==> config.mk <==
export PLATFORM = sky130hd
export DESIGN_NAME = bcrypt_core_sched
export DESIGN_NICKNAME = d
export VERILOG_FILES = /design/src/rtl/bcrypt_core_sched.sv
export SDC_FILE = /design/constraint.sdc
export NUM_CORES = 1
export LEC_CHECK = 0
export ABC_AREA = 1
export CAP_MARGIN = 20
export CORE_MARGIN = 10
export CORE_UTILIZATION = 45
export CTS_BUF_LIST = sky130_fd_sc_hd__clkbuf_2 sky130_fd_sc_hd__clkbuf_4 sky130_fd_sc_hd__clkbuf_8
export CTS_CLUSTER_DIAMETER = 150
export DETAILED_ROUTE_END_ITERATION = 16
export GPL_ROUTABILITY_DRIVEN = 0
export PLACE_DENSITY = 0.77
export SETUP_SLACK_MARGIN = 0.2
export SYNTH_ARGS = -nofsm -noshare
export SYNTH_HDL_FRONTEND = slang
export SYNTH_SLANG_ARGS = --single-unit
==> constraint.sdc <==
create_clock -name clk -period 7 [get_ports clk]
set_input_delay 0.7 -clock clk [delete_from_list [all_inputs] [get_ports clk]]
set_output_delay 0.7 -clock clk [all_outputs]
set_load 0.02 [all_outputs]
==> src/rtl/bcrypt_core_sched.sv <==
// bcrypt_core_sched
//   Schedules NUM_CORES bcrypt loop cores that share one host BRAM port.
//   A run is: clear all cores, load them one at a time, compute on all of
//   them in parallel, store them one at a time, then report to the host.
//   Every wait on a core is bounded by a watchdog. A timeout parks all cores
//   in the clear code and raises error.
//
// Ports
//   clk, rst     clock and synchronous active-high reset
//   go           one-cycle host pulse that starts a run; ignored while busy
//   busy         run in progress
//   finished     last run completed; held until next go or rst
//   error        last run timed out; held until next go or rst
//   err_core     core that was being waited on when the watchdog fired
//   core_start   per-core 32-bit start code (0 clear, 1 load, 2 compute, 3 store)
//   core_done    per-core 32-bit done code (1 loaded, 2 computed, 0xFF stored)
//   grant_valid  a core owns the BRAM port
//   grant_sel    BRAM mux select, meaningful only while grant_valid=1

module bcrypt_core_sched #(
  parameter int NUM_CORES  = 4,
  parameter int SEL_W      = 4,
  parameter int CLR_CYCLES = 4,
  parameter int TIMEOUT    = 2**24
) (
  input  logic                    clk,
  input  logic                    rst,
  input  logic                    go,
  output logic                    busy,
  output logic                    finished,
  output logic                    error,
  output logic [SEL_W-1:0]        err_core,
  output logic [32*NUM_CORES-1:0] core_start,
  input  logic [32*NUM_CORES-1:0] core_done,
  output logic                    grant_valid,
  output logic [SEL_W-1:0]        grant_sel
);

  typedef enum logic [2:0] {
    S_IDLE  = 3'd0,
    S_CLEAR = 3'd1,
    S_LOAD  = 3'd2,
    S_COMP  = 3'd3,
    S_STORE = 3'd4,
    S_DONE  = 3'd5,
    S_ERROR = 3'd6
  } state_t;

  localparam logic [SEL_W-1:0] LAST_K     = SEL_W'(NUM_CORES - 1);
  localparam logic [15:0]      CLR_LAST   = 16'(CLR_CYCLES - 1);
  localparam logic [24:0]      WD_LAST    = 25'(TIMEOUT - 1);
  localparam logic [31:0]      CODE_CLEAR = 32'd0;
  localparam logic [31:0]      CODE_LOAD  = 32'd1;
  localparam logic [31:0]      CODE_COMP  = 32'd2;
  localparam logic [31:0]      CODE_STORE = 32'd3;
  localparam logic [31:0]      DONE_LOAD  = 32'd1;
  localparam logic [31:0]      DONE_COMP  = 32'd2;
  localparam logic [31:0]      DONE_STORE = 32'h0000_00FF;

  state_t                  state_r, state_s;
  logic [SEL_W-1:0]        k_r, k_s;
  logic                    gap_r, gap_s;       // one idle cycle between BRAM owners
  logic [24:0]             wd_r, wd_s;
  logic [15:0]             clr_r, clr_s;
  logic [32*NUM_CORES-1:0] done_q_r;
  logic [31:0]             cur_done_s;
  logic                    all_comp_s;
  logic [SEL_W-1:0]        first_pend_s;
  logic                    wd_hit_s;
  logic                    hit_s;
  logic                    busy_s, finished_s, error_s, grant_valid_s;
  logic [SEL_W-1:0]        err_core_s, grant_sel_s;
  logic [32*NUM_CORES-1:0] core_start_s;

  // Start code of every core for a given state and current core index.
  // Cores below k already passed this phase, cores above k have not yet.
  function automatic logic [32*NUM_CORES-1:0] start_codes(input state_t st,
                                                          input logic [SEL_W-1:0] k);
    logic [32*NUM_CORES-1:0] v;
    v = {(32*NUM_CORES){1'b0}};
    for (int i = 0; i < NUM_CORES; i++) begin
      case (st)
        S_LOAD:  v[32*i +: 32] = (SEL_W'(i) <= k) ? CODE_LOAD : CODE_CLEAR;
        S_COMP:  v[32*i +: 32] = CODE_COMP;
        S_STORE: v[32*i +: 32] = (SEL_W'(i) <= k) ? CODE_STORE : CODE_COMP;
        S_DONE:  v[32*i +: 32] = CODE_STORE;
        default: v[32*i +: 32] = CODE_CLEAR;
      endcase
    end
    return v;
  endfunction

  // Select the current core's sampled done code and summarise compute progress.
  // The descending scan leaves the lowest still-pending core in first_pend_s.
  always_comb begin
    cur_done_s   = 32'd0;
    all_comp_s   = 1'b1;
    first_pend_s = {SEL_W{1'b0}};
    for (int i = NUM_CORES - 1; i >= 0; i--) begin
      cur_done_s   = (k_r == SEL_W'(i)) ? done_q_r[32*i +: 32] : cur_done_s;
      all_comp_s   = all_comp_s & (done_q_r[32*i +: 32] == DONE_COMP);
      first_pend_s = (done_q_r[32*i +: 32] != DONE_COMP) ? SEL_W'(i) : first_pend_s;
    end
  end

  // Only the code of the active phase counts; stale codes never match.
  assign hit_s    = (state_r == S_LOAD) ? (cur_done_s == DONE_LOAD) : (cur_done_s == DONE_STORE);
  assign wd_hit_s = (wd_r == WD_LAST);

  // Next-state, core index, watchdog and status decisions.
  always_comb begin
    state_s    = state_r;
    k_s        = k_r;
    gap_s      = gap_r;
    wd_s       = wd_r;
    clr_s      = clr_r;
    finished_s = finished;
    error_s    = error;
    err_core_s = err_core;
    case (state_r)
      S_IDLE, S_DONE, S_ERROR: begin
        if (go) begin
          state_s    = S_CLEAR;
          clr_s      = 16'd0;
          finished_s = 1'b0;
          error_s    = 1'b0;
        end else begin
          state_s = state_r;
        end
      end
      S_CLEAR: begin
        if (clr_r == CLR_LAST) begin
          state_s = S_LOAD;
          k_s     = {SEL_W{1'b0}};
          gap_s   = 1'b0;
          wd_s    = 25'd0;
          clr_s   = 16'd0;
        end else begin
          clr_s = clr_r + 16'd1;
        end
      end
      S_LOAD, S_STORE: begin
        if (gap_r) begin
          gap_s = 1'b0;
          wd_s  = 25'd0;
          if (k_r == LAST_K) begin
            k_s = {SEL_W{1'b0}};
            if (state_r == S_LOAD) begin
              state_s = S_COMP;
            end else begin
              state_s    = S_DONE;
              finished_s = 1'b1;
            end
          end else begin
            k_s = k_r + SEL_W'(1);
          end
        end else if (hit_s) begin
          // A match on the last watchdog cycle still wins over the timeout.
          gap_s = 1'b1;
          wd_s  = 25'd0;
        end else if (wd_hit_s) begin
          state_s    = S_ERROR;
          error_s    = 1'b1;
          err_core_s = k_r;
          wd_s       = 25'd0;
        end else begin
          wd_s = wd_r + 25'd1;
        end
      end
      S_COMP: begin
        if (all_comp_s) begin
          state_s = S_STORE;
          k_s     = {SEL_W{1'b0}};
          gap_s   = 1'b0;
          wd_s    = 25'd0;
        end else if (wd_hit_s) begin
          state_s    = S_ERROR;
          error_s    = 1'b1;
          err_core_s = first_pend_s;
          wd_s       = 25'd0;
        end else begin
          wd_s = wd_r + 25'd1;
        end
      end
      default: begin
        state_s = S_IDLE;
      end
    endcase
  end

  // Output values for the coming cycle, derived from the next state so that
  // every output leaves a flop. grant_sel only moves when a grant begins.
  always_comb begin
    case (state_s)
      S_CLEAR, S_LOAD, S_COMP, S_STORE: busy_s = 1'b1;
      default:                          busy_s = 1'b0;
    endcase
    grant_valid_s = ((state_s == S_LOAD) || (state_s == S_STORE)) && !gap_s;
    if (grant_valid_s) begin
      grant_sel_s = k_s;
    end else begin
      grant_sel_s = grant_sel;
    end
    core_start_s = start_codes(state_s, k_s);
  end

  // State, counters, done sampling stage and registered outputs.
  always_ff @(posedge clk) begin
    if (rst) begin
      state_r     <= S_IDLE;
      k_r         <= {SEL_W{1'b0}};
      gap_r       <= 1'b0;
      wd_r        <= 25'd0;
      clr_r       <= 16'd0;
      done_q_r    <= {(32*NUM_CORES){1'b0}};
      busy        <= 1'b0;
      finished    <= 1'b0;
      error       <= 1'b0;
      err_core    <= {SEL_W{1'b0}};
      core_start  <= {(32*NUM_CORES){1'b0}};
      grant_valid <= 1'b0;
      grant_sel   <= {SEL_W{1'b0}};
    end else begin
      state_r     <= state_s;
      k_r         <= k_s;
      gap_r       <= gap_s;
      wd_r        <= wd_s;
      clr_r       <= clr_s;
      done_q_r    <= core_done;
      busy        <= busy_s;
      finished    <= finished_s;
      error       <= error_s;
      err_core    <= err_core_s;
      core_start  <= core_start_s;
      grant_valid <= grant_valid_s;
      grant_sel   <= grant_sel_s;
    end
  end

endmodule

==> flow_summary_export.csv, run 1 <==
group,metric,value,unit
routing,totalWireLength,20900,microns
final_layout,finish.net_count,1569,
routing,via_total_after_detailed_routing,7627,
die,core,20200,sq um
synth,yosysWarnings,0,
routing,route.detailed.wl_per_inst,12.2,microns
routing,violation_count_after_the_first_detailed_routing_iteration,433,
synth,dominantRegCellSynth,"dfxtp_1",
synth,synth_area_leaders,"dfxtp_1, nor2_1, buf_4",
synth,synth.yosys.seq_area_share,0.422,
synth,yosysMostFrequentCell,"nor2_1",
critical_path,crit_path_max_fanout,11,
die,die_height,163,microns
final_layout,sequential_cell_area,3880,sq um
clock_network,cts.repair.resized,0,
routing,drt_pre_antenna_iters,5,
timing,fin_crit_share,0.442,
synth,synth.avg_cell_area,7.10,sq um
global_route,met1_usage,0.176,
final_layout,multi_input_area,3900,sq um
timing,finalClockSkew,14.8,ps
pwr,power_leakage,5.03,nW
placement,dp.final_hpwl,16600,microns
clock_network,tritoncts,"built",
final_layout,area_delta_synth_final,17.6,%
critical_path,worstPathRequired,7380,ps
critical_path,critical_path_class,"reg2reg",
timing,setup-violations-final,0,
timing,timing.hold.ws,470,ps
clock_network,cts_made_buffers,17,
timing,timing.max_slew.rel_slack,0.331,
routing,routed_via_density,4.45,
run_status,run_status,"finished clean",
synth,postSynthCellCount,1298,
pwr,combinationalPowerShare,0.118,
flow_run,cap_viol_max_count,0,
die,floorplan.initialDensity,0.457,
pwr,irDropWorstVdd,0.000121,V
pwr,total_power,0.00213,W
final_layout,drive_above_1_share,0.0609,
clock_network,clockRootBuffer,"clkbuf_8",
timing,finalWorstPathRequiredPeriod,3090,ps
global_route,global_route.peak_usage_layer,"met2",
global_route,grt_max_degree,101,
timing,max_freq,323,MHz
global_route,all_layer_gr_usage,0.154,
clock_network,cts_buffer_depth,2,
synth,ys_seq_elements,194,
synth,synth_cell_types,43,
synth,cell_types_with_the_highest_counts_after_synthesis,"nor2_1, inv_1, nand2_1",
synth,synth_edf_count,0,
pwr,switching_power_total,0.000548,W
timing,tightest_slew,999,ps
final_layout,antenna-diode-count,0,
timing,timing.setup.tns,0,ps
global_route,grt.overflow.total,0,
clock_network,post_cts_buffers,0,
clock_network,clock-sinks,194,
global_route,met3_usage,0.0652,
pwr,pwr_per_cell_area,197,nW/um^2
timing,report.final.hold_viol_count,0,
clock_network,cts-hold-fix-buffers,0,
synth,syn-cell-area,9210,sq um
global_route,global_route_wire_length_before_repair,34100,microns
placement,placement.io_buffers,150,
die,die-area,26600,sq um
critical_path,start_kind,"register",
synth,post-synth-top-area-fraction,0.422,
synth,synth-async-reset-ratio,0,
die,count_of_boundary_i_o_pins,271,
synth,largest_area_contributor_in_the_netlist,"dfxtp_1",
critical_path,cp.arrival,3470,ps
min_path,holdCritPathClass,"reg2reg",
global_route,antenna_violations_before_repair,0,
clock_network,path_clk_slew,90,ps
critical_path,critPathCaptureType,"register",
global_route,met2_usage,0.262,
final_layout,n_fill_cell,1922,
pwr,internal_power,0.00159,W
clock_network,htree_levels,4,
global_route,grt_pass1_vias,7171,
pwr,pwr-share-seq,0.544,
pwr,p_sw_frac,0.257,
routing,route.antenna.remaining_nets,0,
timing,timing_max_transition_violations_final,0,
pwr,power.clock.fraction,0.338,
die,x_dimension_of_the_die,163,microns
die,row_count,52,
routing,drt_drc_violations_left,0,
timing,setup_repair_after_global_routing_missed_its_margin,"no",
clock_network,clk_latency,460,ps
## kinds of logic after synthesis
group | after synthesis | synth area share
simple gates | 598 | 0.282
buf+inv | 370 | 0.204
flops | 194 | 0.422
compound gates | 121 | 0.0765
xor+xnor | 8 | 0.00760
fa+ha+maj | 6 | 0.00815
other cells | 1 | 0.000407
## layout by cell type, fill, tap and decap left out, types with 4 or more instances in the layout
cell             Yosys  routed
nor4_1               9       9
dfxtp_1            194     194
o21ai_0             27      27
inv_1              206     206
a21oi_1             57      57
clkdlybuf4s50_1      0     149
nand3_2              6       6
inv_6                0       4
nor2_1             257     257
inv_2                8       8
a31oi_1              4       4
a21oi_2              5       5
nand2_2              6       6
nor2_4               4       4
clkbuf_8             0      18
nand2_1            196     196
a221oi_1             5       5
nor3_1              19      19
or2_2               10      10
ha_1                 6       6
o21ai_1              4       4
nor2_2               7       7
xor2_1               4       4
a211oi_1             5       5
nand4_1             23      23
conb_1               1     120
xnor2_1              4       4
nand3_1             51      51
## power groups by stage
stage	registers, W	logic [W]	clock network (W)
floorplan	0.00118	0.000205	0
global placement	0.00119	0.000246	0
detailed placement	0.00119	0.000249	0
CTS	0.00116	0.000250	0.000744
global route	0.00116	0.000281	0.000787
finish	0.00116	0.000252	0.000722
## state kept, by name, indices dropped and copies added (netlist names), 3 cells and up
name	cells
state_r	3
done_q_r	128
k_r	4
err_core	4
wd_r	25
grant_sel	4
clr_r	16
core_start	5
## worst max-delay path, stage by stage, from the launching register on
cell     delay, ps
dfxtp_1        410
inv_1          120
ha_1           310
inv_1          260
nand4_1        150
nand3_1        160
nand2_1         60
o21ai_0         70
nand2_1         70
nand2_1         80
nor2_2          50
nand3_2        100
nand2_1         90
nand2_1        330
nand2_1        150
inv_1          320
nand3_1        130
a21oi_1        150
## path summary, 6_finish.rpt
check / start / endpoint / slack (ps) / cells past startpoint
max: k_r[0] / wd_r[9] / 3910 / 17
min: grant_sel[0] / grant_sel[0] / 470 / 2
max reg2reg: k_r[0] / wd_r[9] / 3910 / 17
min reg2reg: grant_sel[0] / grant_sel[0] / 470 / 2
## routing by layer
layer,wire length [microns],up-vias
met3,2080,27
met2,10400,245
met4,250,0
met1,8250,3351
met5,0,-
li1,-,4004
## per-stage QoR
step	std cells	setup WS (ps)	utilization	area (sq um)
after floorplan	1417	4580	-	9660
after global placement	1683	4100	0.517	10400
after detailed placement	1683	3950	0.517	10400
after CTS	1714	3960	0.537	10800
after global routing	1714	3610	0.537	10800
final	1714	3910	0.537	10800
## final cells by class
type	count	area share
multi-input cells	853	0.360
flip-flops and latches	194	0.359
repair buffers	152	0.140
inverters	214	0.0742
well taps	270	0.0312
clock buffers	21	0.0250
clock inverters	10	0.0114
Power figures use the tool's default switching activity.
==> inputs of run 2 (changes only) <==
==> constraint.sdc (replaced) <==
create_clock -name clk -period 3 [get_ports clk]
set_input_delay 0.3 -clock clk [delete_from_list [all_inputs] [get_ports clk]]
set_output_delay 0.3 -clock clk [all_outputs]
set_load 0.02 [all_outputs]
==> run 2 against run 1 <==
Clock skew shrank 5.6 ps. Fmax rose by 13%. Sequential share of layout area shrank 0.84 points. Register-to-register slack got worse by 3600 ps. Largest power group unchanged. Highest routed layer unchanged.
==> flow_summary_export.csv, run 2 (same netlist as run 1, synthesis figures left out) <==
group,metric,value,unit
timing,tightest_slew,725,ps
final_layout,layout_commonest_cell,"nor2_1",
die,die-area,26600,sq um
final_layout,most-common-layout-cells,"nor2_1, inv_1, nand2_1, dfxtp_1, clkdlybuf4s50_1",
flow_run,cap_viol_max_count,0,
die,x_dimension_of_the_die,163,microns
placement,postPlaceCellArea,10500,sq um
clock_network,htree_levels,4,
routing,route.detailed.wl_per_inst,12.4,microns
final_layout,finish.instance_area,11100,sq um
die,row_count,52,
timing,finalClockSkew,9.22,ps
routing,violation_count_after_the_first_detailed_routing_iteration,395,
final_layout,area_delta_synth_final,20.6,%
global_route,grt.overflow.total,0,
global_route,grt_pass1_vias,7058,
final_layout,finish.utilization,0.551,
critical_path,critPathCaptureType,"register",
die,core,20200,sq um
global_route,all_layer_gr_usage,0.151,
min_path,holdCritPathClass,"in2reg",
critical_path,cp.arrival,3060,ps
final_layout,antenna-diode-count,0,
pwr,total_power,0.00503,W
routing,totalWireLength,21400,microns
clock_network,clockRootBuffer,"clkbuf_8",
global_route,global_route_wire_length_before_repair,33300,microns
routing,via_total_after_detailed_routing,7676,
timing,timing.max_slew.rel_slack,0.516,
global_route,antenna_violations_before_repair,0,
clock_network,tritoncts,"built",
final_layout,registers.top_by_ff_count,"done_q_r",
timing,setup_repair_after_global_routing_missed_its_margin,"no",
final_layout,largest_register_ff_count,128,
clock_network,cts_buffer_depth,2,
clock_network,path_clk_slew,100,ps
pwr,pwr_per_cell_area,452,nW/um^2
critical_path,critical_path_class,"reg2reg",
routing,drt_pre_antenna_iters,5,
pwr,irDropWorstVdd,0.000303,V
timing,report.final.hold_viol_count,0,
clock_network,clock-sinks,194,
global_route,grt_max_degree,181,
clock_network,clk_latency,460,ps
critical_path,start_kind,"register",
die,die_height,163,microns
placement,dp.final_hpwl,16500,microns
routing,route.antenna.remaining_nets,0,
timing,finalWorstPathRequiredPeriod,2730,ps
timing,timing.setup.tns,0,ps
placement,placement.io_buffers,150,
critical_path,crit_path_max_fanout,5,
die,floorplan.initialDensity,0.457,
run_status,run_status,"finished clean",
final_layout,finish.net_count,1589,
final_layout,n_fill_cell,1917,
timing,max_freq,366,MHz
final_layout,drive_above_1_share,0.0901,
clock_network,cts_made_buffers,17,
final_layout,layout_top_registers,"done_q_r: 128 flops, wd_r: 25 flops, clr_r: 16 flops",
routing,routed_via_density,4.42,
timing,fin_crit_share,0.910,
critical_path,worstPathRequired,3320,ps
timing,setup-violations-final,0,
timing,timing_max_transition_violations_final,0,
die,count_of_boundary_i_o_pins,271,
pwr,power_leakage,5.15,nW
routing,drt_drc_violations_left,0,
[run 2: worst paths after layout]
path / slack, ps / start / endpoint / depth (start not counted)
worst min register to register: 470 / wd_r[3] / wd_r[3] / 2
worst max register to register: 270 / wd_r[0] / busy / 18
worst min-delay path: 340 / core_done[48] / done_q_r[48] / 3
worst max-delay path: 270 / wd_r[0] / busy / 18
[run 2: metrics by stage]
stage          hold slack [ps]  setup WS [ps]  cells
3_5_place_dp               457            199   1692
2_1_floorplan              407            577   1417
3_3_place_gp               453            311   1692
6_report                   339            269   1735
4_1_cts                    319            270   1724
5_1_grt                    326            150   1735
[run 2: critical path, cell delays in order (launching register included)]
cell and delay (ps):
dfxtp_2 370, ha_4 140, nand2_2 70, nor2_4 150, nand3_4 100, nor2_4 150
nand3_2 100, nor2_2 130, nand2_1 90, nor2_1 120, inv_1 70, nor3_4 260
nand2_2 110, nand2_2 120, a21oi_4 80, nand3_4 140, nand2_2 100, a21oi_1 210
nor2_1 70
[run 2: power by group]
part	internal [W]	total [W]	switching (W)	leakage, nW
logic	0.000250	0.000616	0.000366	3.35
registers	0.00267	0.00271	0.0000363	1.60
clock network	0.000799	0.00170	0.000903	0.204
total	0.00372	0.00503	0.00131	5.15
[run 2: cell type report]
type	instances	area, sq um	share of cell area
tap	270	338	0.0304
timing repair buffer	171	1670	0.150
inverter	214	816	0.0734
sequential	194	3890	0.350
clock inverter	10	125	0.0113
clock buffer	22	272	0.0244
multi-input combinational	854	4000	0.360
[run 2: what timing repair did]
action,CTS,global route
pin swaps,0,15
setup endpoints to repair,2,33
hold endpoints to repair,0,0
hold buffers,0,0
resized for setup,1,33
setup buffers,0,10
gates cloned,0,1
[run 2: routing by layer]
metal / wire (microns) / up-vias / GRT usage
li1: - / 4048 / -
met1: 8660 / 3395 / 0.170
met2: 10700 / 221 / 0.262
met3: 1890 / 12 / 0.0591
met4: 157 / 0 / 0.0340
met5: 0 / - / 0
